## config.mk

```make
export PLATFORM = sky130hd
export DESIGN_NAME = heading_display
export DESIGN_NICKNAME = d
export VERILOG_FILES = /design/src/rtl/heading_display.sv
export SDC_FILE = /design/constraint.sdc
export NUM_CORES = 1
export LEC_CHECK = 0
export CORE_UTILIZATION = 60
export CTS_CLUSTER_DIAMETER = 100
export DETAILED_ROUTE_END_ITERATION = 10
export PLACE_DENSITY = 0.8
export RECOVER_POWER = 100
export SYNTH_ARGS = -nofsm -noshare
export SYNTH_HDL_FRONTEND = slang
export SYNTH_SLANG_ARGS = --single-unit
export TNS_END_PERCENT = 30
```

## constraint.sdc

```tcl
create_clock -name clock -period 2.47 [get_ports clock]
set_input_delay 0.3705 -clock clock [delete_from_list [all_inputs] [get_ports clock]]
set_output_delay 0.3705 -clock clock [all_outputs]
set_load 0.03 [all_outputs]
```

## src/rtl/heading_display.sv

```systemverilog
// Display stage: double-dabble converts dataP/dataQ to BCD and scans six digits onto a 7-segment bus.
// Optional build macro HEADING_DISPLAY_BLANK_EN enables leading-zero blanking per value.
module heading_display #(
  parameter int REFRESH_DIV = 4
) (
  input  logic       clock,
  input  logic       reset_n,
  input  logic [6:0] dataP,
  input  logic [6:0] dataQ,
  output logic [6:0] seg,
  output logic [5:0] digit_en,
  output logic       busy,
  output logic       valid
);

  typedef enum logic [1:0] {
    IDLE   = 2'd0,
    CONV   = 2'd1,
    UPDATE = 2'd2
  } state_t;

  localparam logic [15:0] DIV_LAST = 16'(REFRESH_DIV - 1);

  state_t      state;
  state_t      state_next;
  logic        start;
  logic        busy_next;
  logic [6:0]  cap_p;
  logic [6:0]  cap_q;
  logic [6:0]  sh_p;
  logic [6:0]  sh_q;
  logic [11:0] bcd_p;
  logic [11:0] bcd_q;
  logic [2:0]  step;
  logic [11:0] disp_p;
  logic [11:0] disp_q;
  logic [15:0] refresh_cnt;
  logic [2:0]  scan_idx;
  logic [2:0]  idx_next;
  logic [3:0]  code;
  logic        blank;
  logic [6:0]  seg_next;

  function automatic logic [3:0] add3(input logic [3:0] n);
    logic [3:0] r;
    if (n >= 4'd5) begin
      r = n + 4'd3;
    end else begin
      r = n;
    end
    return r;
  endfunction

  // One double-dabble step: correct every nibble, then shift {bcd, bin} left.
  function automatic logic [18:0] dabble(input logic [11:0] bcd, input logic [6:0] bin);
    logic [18:0] t;
    t = {add3(bcd[11:8]), add3(bcd[7:4]), add3(bcd[3:0]), bin};
    return {t[17:0], 1'b0};
  endfunction

  function automatic logic [6:0] seg7(input logic [3:0] d);
    logic [6:0] s;
    case (d)
      4'd0:    s = 7'h3F;
      4'd1:    s = 7'h06;
      4'd2:    s = 7'h5B;
      4'd3:    s = 7'h4F;
      4'd4:    s = 7'h66;
      4'd5:    s = 7'h6D;
      4'd6:    s = 7'h7D;
      4'd7:    s = 7'h07;
      4'd8:    s = 7'h7F;
      4'd9:    s = 7'h6F;
      default: s = 7'h00;
    endcase
    return s;
  endfunction

  // FSM state register.
  always_ff @(posedge clock or negedge reset_n) begin
    if (!reset_n) begin
      state <= IDLE;
    end else begin
      state <= state_next;
    end
  end

  // FSM next-state logic; a new capture is needed whenever the shown pair is stale.
  always_comb begin
    start      = !valid || (dataP != cap_p) || (dataQ != cap_q);
    state_next = state;
    case (state)
      IDLE: begin
        if (start) begin
          state_next = CONV;
        end else begin
          state_next = IDLE;
        end
      end
      CONV: begin
        if (step == 3'd6) begin
          state_next = UPDATE;
        end else begin
          state_next = CONV;
        end
      end
      UPDATE:  state_next = IDLE;
      default: state_next = IDLE;
    endcase
  end

  // FSM output logic.
  always_comb begin
    busy_next = (state_next != IDLE);
  end

  // Conversion datapath, capture registers and display digit registers.
  always_ff @(posedge clock or negedge reset_n) begin
    if (!reset_n) begin
      cap_p  <= 7'd0;
      cap_q  <= 7'd0;
      sh_p   <= 7'd0;
      sh_q   <= 7'd0;
      bcd_p  <= 12'd0;
      bcd_q  <= 12'd0;
      step   <= 3'd0;
      disp_p <= 12'd0;
      disp_q <= 12'd0;
      valid  <= 1'b0;
      busy   <= 1'b0;
    end else begin
      busy <= busy_next;
      case (state)
        IDLE: begin
          if (start) begin
            cap_p <= dataP;
            cap_q <= dataQ;
            sh_p  <= dataP;
            sh_q  <= dataQ;
            bcd_p <= 12'd0;
            bcd_q <= 12'd0;
            step  <= 3'd0;
          end else begin
            step <= 3'd0;
          end
        end
        CONV: begin
          {bcd_p, sh_p} <= dabble(bcd_p, sh_p);
          {bcd_q, sh_q} <= dabble(bcd_q, sh_q);
          step          <= step + 3'd1;
        end
        UPDATE: begin
          disp_p <= bcd_p;
          disp_q <= bcd_q;
          valid  <= 1'b1;
        end
        default: step <= 3'd0;
      endcase
    end
  end

  // Scan index advance and selected-digit decode.
  always_comb begin
    idx_next = scan_idx;
    code     = 4'd0;
    blank    = 1'b0;
    if (refresh_cnt == DIV_LAST) begin
      if (scan_idx == 3'd5) begin
        idx_next = 3'd0;
      end else begin
        idx_next = scan_idx + 3'd1;
      end
    end else begin
      idx_next = scan_idx;
    end
    case (idx_next)
      3'd0:    code = disp_p[3:0];
      3'd1:    code = disp_p[7:4];
      3'd2:    code = disp_p[11:8];
      3'd3:    code = disp_q[3:0];
      3'd4:    code = disp_q[7:4];
      3'd5:    code = disp_q[11:8];
      default: code = 4'd0;
    endcase
`ifdef HEADING_DISPLAY_BLANK_EN
    case (idx_next)
      3'd1:    blank = (disp_p[11:8] == 4'd0) && (disp_p[7:4] == 4'd0);
      3'd2:    blank = (disp_p[11:8] == 4'd0);
      3'd4:    blank = (disp_q[11:8] == 4'd0) && (disp_q[7:4] == 4'd0);
      3'd5:    blank = (disp_q[11:8] == 4'd0);
      default: blank = 1'b0;
    endcase
`else
    blank = 1'b0;
`endif
    if (valid && !blank) begin
      seg_next = seg7(code);
    end else begin
      seg_next = 7'h00;
    end
  end

  // Refresh counter, scan index and registered display outputs.
  always_ff @(posedge clock or negedge reset_n) begin
    if (!reset_n) begin
      refresh_cnt <= 16'd0;
      scan_idx    <= 3'd0;
      digit_en    <= 6'b000001;
      seg         <= 7'h00;
    end else begin
      if (refresh_cnt == DIV_LAST) begin
        refresh_cnt <= 16'd0;
      end else begin
        refresh_cnt <= refresh_cnt + 16'd1;
      end
      scan_idx <= idx_next;
      digit_en <= 6'b000001 << idx_next;
      seg      <= seg_next;
    end
  end

endmodule

```

; ---- Word-level counts from Yosys, hierarchy flattened
; Memories as Yosys holds them, arrays and structs flattened.
; Index checks and enable logic that the tools add are counted.
[word_totals]
register_bits = 115
rom_bits = 112
inputBits = 16
output_inout_bits = 15
word_cells = 77
memories = 1
[classes]
add_sub_neg = 9
magnitude_cmp = 6
n_eq_ne = 13
shifts = 1
muxes = 22
reduce_logical = 9
[mem_list]
columns = memory, depth, word_bits, read_ports, rd_clocked_by_memory_dff, write_ports, line_no
row1 = (name not given), 16, 7, 1, 0, 0, 63  ; case (d)
[op_table]
columns = cell, count
row1 = case mux 12 bit (2 select lines), 2
row2 = case mux 7 bit (2 select lines), 2
row3 = >= comparator 4 x 3 -> 1 bit (second input constant), 6
row4 = case mux 4 bit (6 select lines), 1
row5 = two-way mux 7 bit, 3
row6 = adder 16 x 1 -> 16 bit (second input constant), 1
row7 = adder 4 x 2 -> 4 bit (second input constant), 4
row8 = == test 16 x 2 -> 1 bit (second input constant), 1
row9 = two-way mux 16 bit, 1
row10 = two-way mux 4 bit, 4
row11 = inequality test 7 bit, 2
row12 = == test 3 bit (second input constant), 4
row13 = two-way mux 12 bit, 1
row14 = two-way mux 3 bit, 4
row15 = adder 3 x 1 -> 3 bit (second input constant), 2
row16 = adder 3 x 2 -> 3 bit (second input constant), 2
row17 = == test 3 x 2 -> 1 bit (second input constant), 2
row18 = case mux 3 bit (2 select lines), 1
row19 = << shifter 1 x 3 -> 6 bit (first input constant), 1
row20 = case mux 2 bit (2 select lines), 1
row21 = AND reduction 2 bit, 2
row22 = nonzero test 2 bit, 2
row23 = == test 3 x 1 -> 1 bit (second input constant), 1
row24 = logical NOT 3 bit, 1
row25 = other kinds (8), 9

; ---- Logic depth before layout (Yosys ltp)
; An unclocked memory read counts as a cell.
[depth]
word_depth = 7
ltp_mapped = 11
ltp_nobuf = 10

; ---- Worst setup path after synthesis
; No wires, ideal clock.
[synth_path]
path_type = register to register
startpoint = register refresh_cnt[0]
endpoint = register seg[5]
setup_ns = 0.101
t_arrival_ns = 2.149
required_time_ns = 2.369
slack_ns = 0.221
stages_incl_launch_ff = 10
n_path_buf = 1
synth_period_minus_slack_ns = 2.249
cell_sequence = dfrtp_1 -> ha_1 -> nor4b_4 -> and4_1 -> buf_6 -> mux2i_1 -> mux2i_1 -> inv_1 -> ha_1 -> o32ai_1
[synth_via]
elab_chain_cells = 6
elab_cells_between_ends = 11
classes_between = eq/ne: 6 / mux: 3 / reduce/logical: 1 / memory: 1
[synth_rtl]
columns = element, line_no
row1 = start: declaration, 37  ; logic [15:0] refresh_cnt;
row2 = start signal: assignment, 214  ; refresh_cnt <= refresh_cnt + 16'd1;
row3 = == test 16 x 2 -> 1 bit (*), 167  ; if (refresh_cnt == DIV_LAST) begin
row4 = two-way mux 3 bit (*), 167
row5 = "== test 3 bit, or another cell as far along", 176  ; case (idx_next)
row6 = case mux 4 bit (6 select lines) (*), 176
row7 = memory (16 x 7 bit) (*), n/a
row8 = two-way mux 7 bit (*), 196  ; if (valid && !blank) begin
row9 = via seg_next[5], 42  ; logic [6:0] seg_next;
row10 = end signal: assignment, 218  ; seg <= seg_next;
row11 = end: declaration, 10  ; output logic [6:0] seg,
; Mark *: on every way through the listed nets, which the timed path passes. The rest lies on a longest branch.
; A chain may end at the register's enable or synchronous reset.

; ---- Worst setup path in the final report
[layout_path]
startpoint = register refresh_cnt[0]
endpoint = register seg[0]
; Same word-level chain as after synthesis.

==> results.ini <==
[outcome]
status=complete, but fails checks
violations=max-capacitance violations, max-slew violations

[yosys]
synth_edf_count=0
ys.flop_type=dfrtp_1
syn_avg_cell_area_um2=11.6
synth_seq_area_share_pct=50.8
async_reset_ff_share_pct=100
ys_types=49
yosysWarnings=0
syn_inst=488
syn_area_um2=5670
syn_nets=524
synth_seq_cells=115

[final_layout]
final_common_cell=dfrtp_1
syn_to_final_growth_pct=23.9
drive_gt1_share_pct=23.3
final_cell_mix=dfrtp_1, mux2_2, nand2_1
num-nets-final=586
diodes=0
instances_no_fill=674
n_fill_cell=555

[sta]
worst_pin_slew_ns=1.67
whs_ns=0.479
period_share_pct=95.5
hold_viol=0
max_freq_mhz=424
setup_viol=0
slew_headroom_pct=-11.3
worst_clock_skew_ns=0.00823
drv_slew=31
rsz0062_at_grt=yes
setup_tns_ns=0
finalCriticalPeriod_ns=2.36

[detailed_routing]
drtIter0Drc=121
viasPerCell=5.96
via_count=4015
drcViolationCount=0
routed_wl_um=11700
wl_per_cell_um=17.4
firstDrtPassIters=4
ant_nets=0

[die]
core_um2=9200
die_h_um=99.2
num_io_pins=31
die_x_um=99.2
dieArea_um2=9840
rows=35
start_util_pct=61.7

[setup_path]
critPathBufInv=1
slowest_stage=dfrtp_2
arrival_ns=2.73
required_ns=2.84
critPathCaptureType=flip-flop
cp_cell_sequence=ha_2, nor4b_4, nand4_2, buf_4, mux2i_1, mux2_4, mux2i_2, o32ai_1
worst_path_largest_cell_delay_ns=0.41
crit_fanout=6
critPathTopFamily=multiplexers
rrSetupSlack_ns=0.11
path_class=flip-flop to flip-flop
worstSetupStartpointType=flip-flop

[cts]
clk_latency_ns=0.51
cts_sinks=115
clk_pin_slew_ns=0.05
root_buffer=clkbuf_8
cts_tree=done
numCtsBuffers=17
clock_path_buffers=2
h-tree-depth=4

[placement]
gp_congestion=0.861
port-buffer-count=30
dp.cells=636
place_hpwl_um=7460

[worst_hold_path]
hold_path.class=flip-flop to flip-flop

[power_and_ir_drop]
leakagePower_nw=3.19
max-vdd-ir-drop_uv=776
p_per_area_nw_per_um2=1260

[global_route]
grt_pass1_wl_um=19200
grt_remaining_overflow=0
grt_max_degree=86
grt_pass1_vias=4066
antenna_found_initial=0
grt_use_total_pct=25.3

[job]
cap_violations=1

synth_stat cells, types with 2 or more instances:
library cell / n / area, um2
nand3_1: 8 / 40.0
and2_1: 2 / 12.5
mux2_2: 42 / 473
nand2b_1: 8 / 50.1
a32o_1: 6 / 60.1
buf_2: 6 / 30.0
nand2_1: 36 / 135
o21ai_0: 17 / 85.1
mux2_4: 2 / 30.0
o31ai_1: 2 / 15.0
buf_1: 4 / 15.0
nand4_1: 4 / 25.0
inv_1: 21 / 78.8
o2111ai_1: 2 / 17.5
o22ai_1: 15 / 93.8
nor2b_1: 5 / 31.3
nor2_1: 13 / 48.8
ha_1: 20 / 250
xnor2_1: 34 / 298
a21o_1: 13 / 97.6
dfrtp_1: 114 / 2850
o2bb2ai_1: 4 / 35.0
and3_1: 4 / 25.0
xor2_1: 6 / 52.6
mux2i_1: 22 / 220
a22o_1: 14 / 123
a2bb2oi_1: 2 / 17.5
o32ai_1: 7 / 61.3
or3_1: 8 / 50.1
nor3_1: 3 / 15.0
clkbuf_1: 12 / 45.0
a21oi_1: 15 / 75.1
flip-flops by register name (all words and copies together) (netlist names), 12 cells and up:
| register | flops |
|---|---|
| disp_p | 12 |
| bcd_q | 12 |
| bcd_p | 12 |
| refresh_cnt | 16 |
| disp_q | 12 |
power breakdown:
group / leakage, nW / switching [mW] / internal [mW] / total (mW)
Clock: 0.324 / 0.827 / 1.87 / 2.70
Combinational: 1.40 / 1.56 / 1.50 / 3.06
Sequential: 1.46 / 0.532 / 2.54 / 3.07
Total: 3.19 / 2.92 / 5.91 / 8.83
metal layers:
layer / global-route usage (%) / vias up / routed length, um
met5: 0 / - / 0
met3: 6.82 / 32 / 350
li1: - / 1882 / -
met2: 43.9 / 81 / 6230
met4: 11.0 / 0 / 263
met1: 29.6 / 2020 / 4900
cells by family after synthesis:
| family | count (synthesis) | synth area share [%] |
|---|---|---|
| buffers and inverters | 44 | 3.18 |
| flip-flops | 115 | 50.8 |
| multiplexers | 66 | 12.8 |
| adder cells (fa/ha/maj) | 20 | 4.41 |
| AND/OR/NAND/NOR | 102 | 10.0 |
| XOR/XNOR | 40 | 6.18 |
| AO/OA/AOI/OAI | 101 | 12.7 |
timing repair:
action	in CTS	in global routing
hold buffers	1	0
cloned	0	2
pin swaps	0	4
buffers inserted	0	3
endpoints found under the setup margin	5	27
resized for setup	2	11
endpoints found under the hold margin	29	0
worst reg2reg max path, stage by stage, from the launching register on:
cell and delay (ns):
dfrtp_2 0.41, ha_2 0.21, nor4b_4 0.24, nand4_2 0.22, buf_4 0.22, mux2i_1 0.26
mux2_4 0.28, mux2i_2 0.28, o32ai_1 0.12
path summary, 6_finish.rpt:
kind / from / endpoint / depth (start not counted)
max in group asynchronous: reset_n / cap_q[2] / 3
worst max register to register: refresh_cnt[0] / seg[0] / 8
worst max-delay path: refresh_cnt[0] / seg[0] / 8
worst min register to register: sh_q[5] / sh_q[5] / 1
min in group asynchronous: reset_n / refresh_cnt[10] / 2
worst min-delay path: sh_q[5] / sh_q[5] / 1
metrics by stage:
| stage | setup slack, ns | power [mW] | area [um2] | utilization, % |
|---|---|---|---|---|
| after floorplan | 0.221 | 5.19 | 5670 | - |
| after CTS | 0.0101 | 8.81 | 6940 | 75.5 |
| after detailed placement | -0.336 | 6.04 | 6270 | 68.1 |
| after global routing | -0.0255 | 9.34 | 7030 | 76.4 |
| after global placement | -0.250 | 5.84 | 6270 | 68.1 |
| final | 0.111 | 8.83 | 7030 | 76.4 |
area by class of cell:
cell class / instances / area [um2] / share of cell area [%]
Clock buffer: 23 / 487 / 6.93
Clock inverter: 9 / 173 / 2.46
Inverter: 21 / 78.8 / 1.12
Multi-Input combinational cell: 331 / 2690 / 38.3
Sequential cell: 115 / 2880 / 41.0
Tap cell: 111 / 139 / 1.98
Timing Repair Buffer: 64 / 581 / 8.26
Note: power is estimated with default switching activity, not from simulation.
==> edit: new RTL, same flow settings <==
Remove the register `digit_en`: a continuous assignment takes its place, so the output `digit_en` follows one clock earlier.
--- a/src/rtl/heading_display.sv
+++ b/src/rtl/heading_display.sv
@@ -205,7 +205,6 @@
     if (!reset_n) begin
       refresh_cnt <= 16'd0;
       scan_idx    <= 3'd0;
-      digit_en    <= 6'b000001;
       seg         <= 7'h00;
     end else begin
       if (refresh_cnt == DIV_LAST) begin
@@ -214,10 +213,11 @@
         refresh_cnt <= refresh_cnt + 16'd1;
       end
       scan_idx <= idx_next;
-      digit_en <= 6'b000001 << idx_next;
       seg      <= seg_next;
     end
   end
 
+  assign digit_en = 6'b000001 << idx_next;
+
 endmodule
 
Check against the original RTL: not equivalent (Yosys sat finds a counterexample within 4 cycles, from zero or initial values and one cycle with reset_n low).
==> edit against the original RTL <==
Fmax is 5.6% lower. Routed wire length is 3.4% lower. The run ends with DRC, setup timing left. Highest routed layer unchanged. Area after synthesis is 2.4% lower. Setup slack worse by 0.14 ns. Cell area is 9.2% lower. Total power is 21% lower. Count of clock-buffer cells in the layout is 13 lower. Sequential cell count is 6 lower. Largest power group unchanged.
==> edit: results (changes against the original RTL) <==
GRT Overall Usage=25.79% (+0.51 points); Synth area leaders=dfrtp_1 49%, mux2_2 8.5%, xnor2_1 5.2%, ha_1 4.5%, nand2_1 4.2%; CTS max path bufs=2 (unchanged); Initial DRC Count=219 (+81%); diodes inserted=0 (unchanged); Synth top cells by count=109 x dfrtp_1, 62 x nand2_1, 42 x mux2_2, 33 x xnor2_1, 20 x ha_1; Detailed Routing Iterations Pass 1=7 (+3); Worst-Margin Slew=1.121 ns (-0.5482 ns); Num CTS Buffers=9 (-8); antenna violations before repair=0 (unchanged); Root Driver=clkbuf_8; H-tree depth=3 (-1); # port buffers=30 (unchanged); met2 usage=44.42% (+0.56 points); Leak=2.815 nW (-12%); Synth Area in XOR/XNOR=6.667% (+0.49 points); routing usage on met3=3.937% (-2.9 points); first-pass GRT wire length=19,640 um (+2.1%); wire length per cell=16.89 um (-3.0%); met1 global-route usage=33.16% (+3.6 points); PnR worst setup slack=-0.02886 ns (-0.1395 ns); Post-route DRC=4 (+4); Synth Area in Compound Gates=11.30% (-1.4 points); outcome=complete, but fails checks; crit path max fanout=8 (+2); Synth cell types=51 (+4.1%); Setup Viol. Count Final=3 (+3); via count=4,012 (-0.075%); post-synthesis mux area share=10.35% (-2.4 points); DPL Wire Length=8003 um (+7.3%); worst hold path type=in2async; Synth warnings=0 (unchanged); Post-synth EDFFs=0 (unchanged); Worst-Skew Late Latency=0.38 ns (-0.13 ns); GP Congestion=0.8860 (+2.9%); post-synth top area cell=dfrtp_1; Placed Area=6088 um2 (-2.9%); Max VDD drop=0.8230 mV (+6.0%); nets@finish=594 (+1.4%); vias in the first global route=4,159 (+2.3%); Adder-Cell Fraction of Synth Area=4.520% (+0.11 points); Largest Register=refresh_cnt; Synthesized Nets=545 (+4.0%); Post-Route Skew=0.01212 ns (+0.003895 ns); R2R cell count=11 (+3); clock slew at reported path FFs=0.10 ns (+0.05 ns); reg2reg end=seg[0]; critical path type=reg2reg; Seq/Total Area, Yosys=49.27% (-1.5 points); RR Startpoint=refresh_cnt[13]; share of flip-flops with an asynchronous set or reset=100.0% (unchanged); failing checks=DRC, setup timing; largest net degree at the start of global routing=45 (-48%); share of cells above drive strength 1=22.02% (-1.2 points); hold_ws=0.1894 ns (-0.2892 ns); max reg flops=16 (unchanged)
## edit: cell count changes after synthesis, sizes merged, moves of 6 or more
cell,change
clkbuf,+7
a22oi,+12
o31ai,+6
or3,-8
o21ai,-6
a21o,-12
mux2i,-12
a22o,-9
nand2,+26
nand3,+9
## edit: critical path: stages, from the launching register on
cell and delay, ns:
dfrtp_1 0.42, nor3_1 0.34, and4_1 0.29, buf_12 0.14
xnor2_4 0.16, o311ai_2 0.14, nor3_4 0.28, buf_4 0.15
ha_1 0.13, inv_1 0.04, mux2i_1 0.18, o32ai_1 0.11
## edit: what timing repair did
item                                    CTS  global route
endpoints found under the hold margin     0             0
pin swaps                                 2             2
resized for setup                        11             6
endpoints found under the setup margin    7            12
setup buffers                             6             4
## edit: layout make-up
cell class	instances	area [um2]
clock buffer	10	137.6
timing repair buffer	67	581.8
inverter	19	71.32
fill	625	2465
sequential	109	2728
multi-input combinational	352	2676
tap	108	135.1
clock inverter	6	53.80
## edit: cell families (layout without fill, tap and decap cells)
logic type | Yosys count | after routing
AO/OA/AOI/OAI | 88 | 88
buffers and inverters | 48 | 102
adder cells (fa/ha/maj) | 20 | 20
XOR/XNOR | 40 | 40
flip-flops | 109 | 109
multiplexers | 52 | 52
AND/OR/NAND/NOR | 152 | 152
## edit: worst max-delay path by stage
stage                       end  slack (ns)  cells after the start
floorplan                seg[5]        0.02                     11
global placement    digit_en[0]        0.09                      6
detailed placement       seg[2]       -0.02                     10
CTS                 digit_en[3]       -0.02                      8
global route             seg[0]       -0.15                     12
finish                   seg[0]       -0.03                     11
## edit: power by group
part           switching [mW]  leakage [nW]  internal (mW)
logic                    1.55          1.34           1.41
clock network           0.635        0.0954          0.413
registers               0.548          1.38           2.43
## edit: metrics by stage
step	setup TNS, ns	std cells	util, %	setup slack (ns)
floorplan	0	509	-	0.01849
detailed placement	-0.04383	645	68.81	-0.01996
finish	-0.05220	671	72.14	-0.02886
CTS	-0.02121	667	71.88	-0.02121
global placement	0	645	68.81	0.08763
global route	-1.143	671	72.14	-0.1547
## edit: routing by layer
metal | wire (um) | vias to the layer above | part of all wire (%)
met5 | 0 | - | 0
met3 | 397 | 18 | 3.5
met4 | 193 | 0 | 1.7
met2 | 5848 | 103 | 52
li1 | - | 1897 | -
met1 | 4895 | 1994 | 43
